`src/rtl/register_file_if.sv`:
```
// rtl/register_file_if.sv - register file access bus: one write port, two read ports
interface register_file_if #(
    parameter int DATA_WIDTH = 16,
    parameter int ADDR_WIDTH = 4
);
    logic                  in_RegWrite;
    logic [ADDR_WIDTH-1:0] in_ReadReg1;
    logic [ADDR_WIDTH-1:0] in_ReadReg2;
    logic [ADDR_WIDTH-1:0] in_WriteAddr;
    logic [DATA_WIDTH-1:0] in_Data;
    logic [DATA_WIDTH-1:0] out_ReadData1;
    logic [DATA_WIDTH-1:0] out_ReadData2;

    modport master (
        output in_RegWrite,
        output in_ReadReg1,
        output in_ReadReg2,
        output in_WriteAddr,
        output in_Data,
        input  out_ReadData1,
        input  out_ReadData2
    );

    modport slave (
        input  in_RegWrite,
        input  in_ReadReg1,
        input  in_ReadReg2,
        input  in_WriteAddr,
        input  in_Data,
        output out_ReadData1,
        output out_ReadData2
    );
endinterface

```
`src/rtl/register_file.sv`:
```
// rtl/register_file.sv - 2-read/1-write register file, x0 hardwired to zero, optional REGFILE_BYPASS_EN forwarding
module register_file #(
    parameter int DATA_WIDTH = 16,
    parameter int ADDR_WIDTH = 4
) (
    input  logic                CLK,
    input  logic                RST,
    register_file_if.slave      rf
);
    localparam int NREGS = 2 ** ADDR_WIDTH;

    // Entry 0 is never loaded, so it stays at its reset value; reads of
    // address 0 are also forced to zero so x0 is zero by construction.
    logic [DATA_WIDTH-1:0] regs_q [NREGS];
    logic [DATA_WIDTH-1:0] regs_d [NREGS];

    logic write_en;
    assign write_en = rf.in_RegWrite && (rf.in_WriteAddr != '0);

    // Next-state of the array: only the addressed nonzero entry changes.
    always_comb begin
        for (int i = 0; i < NREGS; i++) begin
            regs_d[i] = regs_q[i];
        end
        if (write_en) begin
            regs_d[rf.in_WriteAddr] = rf.in_Data;
        end
    end

    // Array storage; asynchronous reset clears every entry and holds it clear.
    always_ff @(posedge CLK or negedge RST) begin
        if (!RST) begin
            for (int i = 0; i < NREGS; i++) begin
                regs_q[i] <= '0;
            end
        end else begin
            for (int i = 0; i < NREGS; i++) begin
                regs_q[i] <= regs_d[i];
            end
        end
    end

    // Combinational read ports; RST is only seen by the forwarding path,
    // because the array itself already reads zero while reset is held.
    always_comb begin
        rf.out_ReadData1 = '0;
        rf.out_ReadData2 = '0;
        if (rf.in_ReadReg1 != '0) begin
            rf.out_ReadData1 = regs_q[rf.in_ReadReg1];
        end
        if (rf.in_ReadReg2 != '0) begin
            rf.out_ReadData2 = regs_q[rf.in_ReadReg2];
        end
`ifdef REGFILE_BYPASS_EN
        if (RST && write_en && (rf.in_WriteAddr == rf.in_ReadReg1)) begin
            rf.out_ReadData1 = rf.in_Data;
        end
        if (RST && write_en && (rf.in_WriteAddr == rf.in_ReadReg2)) begin
            rf.out_ReadData2 = rf.in_Data;
        end
`endif
    end
endmodule

```
`src/flat_wrapper.sv`:
```
// flat-port wrapper written by rule: the top's interface ports become plain ports
module register_file_flat 
#(
    parameter int DATA_WIDTH = 16,
    parameter int ADDR_WIDTH = 4
)
  (CLK, RST, rf_in_RegWrite, rf_in_ReadReg1, rf_in_ReadReg2, rf_in_WriteAddr, rf_in_Data, rf_out_ReadData1, rf_out_ReadData2);
  register_file_if #(.DATA_WIDTH(DATA_WIDTH), .ADDR_WIDTH(ADDR_WIDTH)) rf_i ();
  input  logic CLK;
  input  logic RST;
  input wire logic [$bits(rf_i.in_RegWrite)-1:0] rf_in_RegWrite;
  input wire logic [$bits(rf_i.in_ReadReg1)-1:0] rf_in_ReadReg1;
  input wire logic [$bits(rf_i.in_ReadReg2)-1:0] rf_in_ReadReg2;
  input wire logic [$bits(rf_i.in_WriteAddr)-1:0] rf_in_WriteAddr;
  input wire logic [$bits(rf_i.in_Data)-1:0] rf_in_Data;
  output wire logic [$bits(rf_i.out_ReadData1)-1:0] rf_out_ReadData1;
  output wire logic [$bits(rf_i.out_ReadData2)-1:0] rf_out_ReadData2;
  assign rf_i.in_RegWrite = rf_in_RegWrite;
  assign rf_i.in_ReadReg1 = rf_in_ReadReg1;
  assign rf_i.in_ReadReg2 = rf_in_ReadReg2;
  assign rf_i.in_WriteAddr = rf_in_WriteAddr;
  assign rf_i.in_Data = rf_in_Data;
  assign rf_out_ReadData1 = rf_i.out_ReadData1;
  assign rf_out_ReadData2 = rf_i.out_ReadData2;
  register_file #(.DATA_WIDTH(DATA_WIDTH), .ADDR_WIDTH(ADDR_WIDTH)) u_core (.CLK(CLK), .RST(RST), .rf(rf_i));
endmodule
```
`config.mk`:
```
export PLATFORM = sky130hd
export DESIGN_NAME = register_file_flat
export DESIGN_NICKNAME = d
export VERILOG_FILES = /design/src/rtl/register_file_if.sv /design/src/rtl/register_file.sv /design/src/flat_wrapper.sv
export SDC_FILE = /design/constraint.sdc
export NUM_CORES = 1
export LEC_CHECK = 0
export CORE_ASPECT_RATIO = 0.9
export CORE_MARGIN = 2
export CORE_UTILIZATION = 44
export DETAILED_ROUTE_END_ITERATION = 10
export SYNTH_ARGS = -nofsm -noshare
export SYNTH_HDL_FRONTEND = slang
export SYNTH_SLANG_ARGS = --single-unit
```
`constraint.sdc`:
```
create_clock -name CLK -period 2.5 [get_ports CLK]
set_clock_uncertainty 0.05 [all_clocks]
set_input_delay 0.5 -clock CLK [delete_from_list [all_inputs] [get_ports CLK]]
set_output_delay 0.5 -clock CLK [all_outputs]
set_load 0.01 [all_outputs]
```
==> results by group <==
Cells and area
  – Most common cell after layout, fill and taps aside: mux2_2
  – Largest regs: u_core.regs_q (240)
  – Most frequent cells in the layout: mux2_2, dfrtp_1, mux4_2
  – Area Overhead vs Synth: 24.2%
  – Max reg flops: between 200 and 250
  – Share of post-route cells with drive strength above 1: about three fifths
  – Non-filler cells, final: about 1,400
  – Top reg by flops: u_core.regs_q
  – Diodes inserted: 0
  – Nets: between 1,000 and 1,500
  – Design area: roughly 0.016 mm2

STA
  – RSZ-0062 raised after global routing: true
  – Sum of negative setup slack: -0.0662 ns
  – Final WS setup: -0.0318 ns
  – Final Hold Viols: 0
  – Slew headroom: between 60 and 70%
  – Setup-failing EPs final: 4
  – Worst-Margin Slew: ~0.56 ns
  – Final Cycle Share: 101%
  – Max Fclk: around 400 MHz
  – Max Slew Vio Count: 0
  – Crit path time final: ~2.5 ns

Global routing
  – Vias in the first global route: around 9,400
  – Grt total ovfl: 0
  – Initial antenna violation count: 0
  – Largest net degree at the start of global routing: 99
  – First-pass GRT wire length: between 50,000 and 60,000 um
  – GRT Total Usage: 25.9%

Setup path
  – Worst path max stage delay: roughly 0.47 ns
  – CP max-delay cell: mux4_2
  – Crit path cell chain: buf_6 -> mux4_2 -> mux2i_1 -> a211oi_2 -> buf_2
  – Critical path capture point type: output pin
  – Crit path max fanout: 3
  – Worst EP arrival: 1.98 ns
  – Crit path required time: 1.95 ns
  – Crit start category: flop
  – Crit Path Category: reg -> out

Clock tree
  – CTS max path bufs: 3
  – Skew-Pair Late Insertion Delay: approximately 0.56 ns
  – TritonCTS Sinks: between 200 and 250
  – CTS tree: done
  – CTS Buf Count: 28
  – CTS root buf: clkbuf_16
  – Worst-path clk slew: ~0.060 ns
  – H-tree lvl count: 1

Detailed routing
  – Detailed Route WL: slightly below 40,000 um
  – Routed Antenna Nets: 0
  – Drt first pass iters: 5
  – WL/cell: 27.9 um
  – Vias per inst: slightly above 6
  – 1st-iter DRT viols: between 600 and 700
  – Drc violations: 0
  – Vias: around 8,700

Placed design
  – Gpl congestion: about 0.85
  – Area after DPL: 0.0148 mm2
  – Hpwl dp: 24,300 um
  – Cells after DPL: between 1,000 and 1,500
  – Dpl ws: -0.620 ns
  – IO buf count: between 60 and 70

Power
  – PwrDens: approximately 800 mW/mm2
  – Sw Pwr: between 3 and 4 mW
  – Clock power frac: ~33%
  – Flop pwr share: between 40% and 50%
  – Switching share of total power: about 28%
  – Peak VDD IR: roughly 0.76 mV
  – Comb pwr share: about a quarter
  – P_int: about 9.4 mW
  – Lkg Pwr: between 6 and 7 nW

Die
  – Die Span X: around 190 um
  – # IOs: 63
  – Core area: ~0.029 mm2
  – Die ar.: 0.0309 mm2
  – Starting Density: between 40% and 50%
  – Die height: roughly 170 um
  – Site Rows: 59

Outcome
  – Failing checks: negative setup slack
  – Outcome: finished, violations left

Logic synthesis
  – Register area share after synthesis: about 46%
  – Mean Syn Cell Area: roughly 15 um2
  – Synth Cell Area: 0.0130 mm2
  – Synth Net Count: between 800 and 900
  – Yosys cell types: 28
  – Synthesis warning total: 0
  – Yosys reg bits: 240
  – Mapped Cells: ~850

Min path
  – Worst hold path class: in -> async

Job
  – Max_cap viols: 0
## final cells by class
type | instances | area (um2)
Multi-Input combinational cell | 528 | 6740
Fill cell | 2308 | 12900
Timing Repair Buffer | 178 | 1920
Tap cell | 396 | 495
Sequential cell | 240 | 6010
Clock inverter | 10 | 145
Clock buffer | 41 | 830
## logic make-up after synthesis
kind of cell    Yosys count  share of synthesized area, %
mux                     388                          42.7
flops                   240                          46.2
buf+inv                  84                          3.65
compound gates           77                          4.75
simple gates             63                          2.68
## cell usage after synthesis
library cell	instances	area [um2]
mux2_2	251	2830
dfrtp_1	240	6010
mux4_2	82	1850
a221oi_1	31	272
buf_2	30	150
clkbuf_1	29	109
mux2i_1	21	210
mux2_4	20	300
nor2b_1	20	125
nor2_1	18	67.6
a211oi_1	16	120
a22oi_1	15	113
o31ai_1	15	113
buf_4	12	90.1
mux4_1	10	263
buf_6	8	90.1
nor2_2	6	37.5
nand2b_1	5	31.3
buf_1	4	15.0
mux4_4	4	100
or3_1	3	18.8
and2_1	2	12.5
nand2_1	2	7.51
nand3b_1	2	15.0
nor3b_1	2	15.0
or2_2	2	12.5
buf_12	1	20.0
nand3_1	1	5.00
## per-layer routing
layer  vias to the layer above  GRT usage [%]  share of wire (%)
met5                         -              0                  0
met4                         0           7.73                3.2
met3                        81           4.96                6.3
met2                       321           40.9                 47
met1                      4675           36.4                 43
li1                       3578              -                  -
## per-stage QoR
step / util, % / hold WS [ns] / total power, mW
finish: 55.6 / 0.324 / 13.0
detailed placement: 51.2 / 0.281 / 8.61
CTS: 55.5 / 0.318 / 13.0
global placement: 51.2 / 0.280 / 8.43
global route: 55.6 / 0.335 / 13.5
floorplan: - / 0.154 / 7.44
## final timing paths
| check | startpoint | end | slack [ns] | cells past startpoint |
|---|---|---|---|---|
| worst min register to register | u_core.regs_q[169] | u_core.regs_q[169] | 0.48 | 1 |
| min in group CLK | u_core.regs_q[169] | u_core.regs_q[169] | 0.48 | 1 |
| worst max register to register | u_core.regs_q[6] | u_core.regs_q[6] | 1.54 | 2 |
| worst min-delay path | RST | u_core.regs_q[223] | 0.32 | 2 |
| worst max-delay path | u_core.regs_q[76] | rf_out_ReadData1[12] | -0.03 | 5 |
| max in group asynchronous | RST | u_core.regs_q[89] | 1.31 | 3 |
## repair_timing
action	in CTS	in global routing
endpoints found under the setup margin	32	25
hold buffers	1	0
cloned	3	0
endpoints found under the hold margin	62	0
resized for setup	181	23
pin swaps	10	8
buffers inserted	15	1
## worst max-delay path, delay by kind of cell, from the launching register on
kind,cells,cell delay [ns]
AO/OA/AOI/OAI,1,0.10
flip-flops,1,0.40
buffers and inverters,2,0.29
multiplexers,2,0.66
## power by group through the flow
stage / sequential [mW] / combinational [mW] / clock, mW
after floorplan: 5.27 / 2.17 / 0
after global placement: 5.47 / 2.96 / 0
after detailed placement: 5.56 / 3.05 / 0
after CTS: 5.49 / 3.14 / 4.34
after global routing: 5.62 / 3.39 / 4.52
final: 5.52 / 3.18 / 4.27
Note: power is estimated with default switching activity, not from simulation.
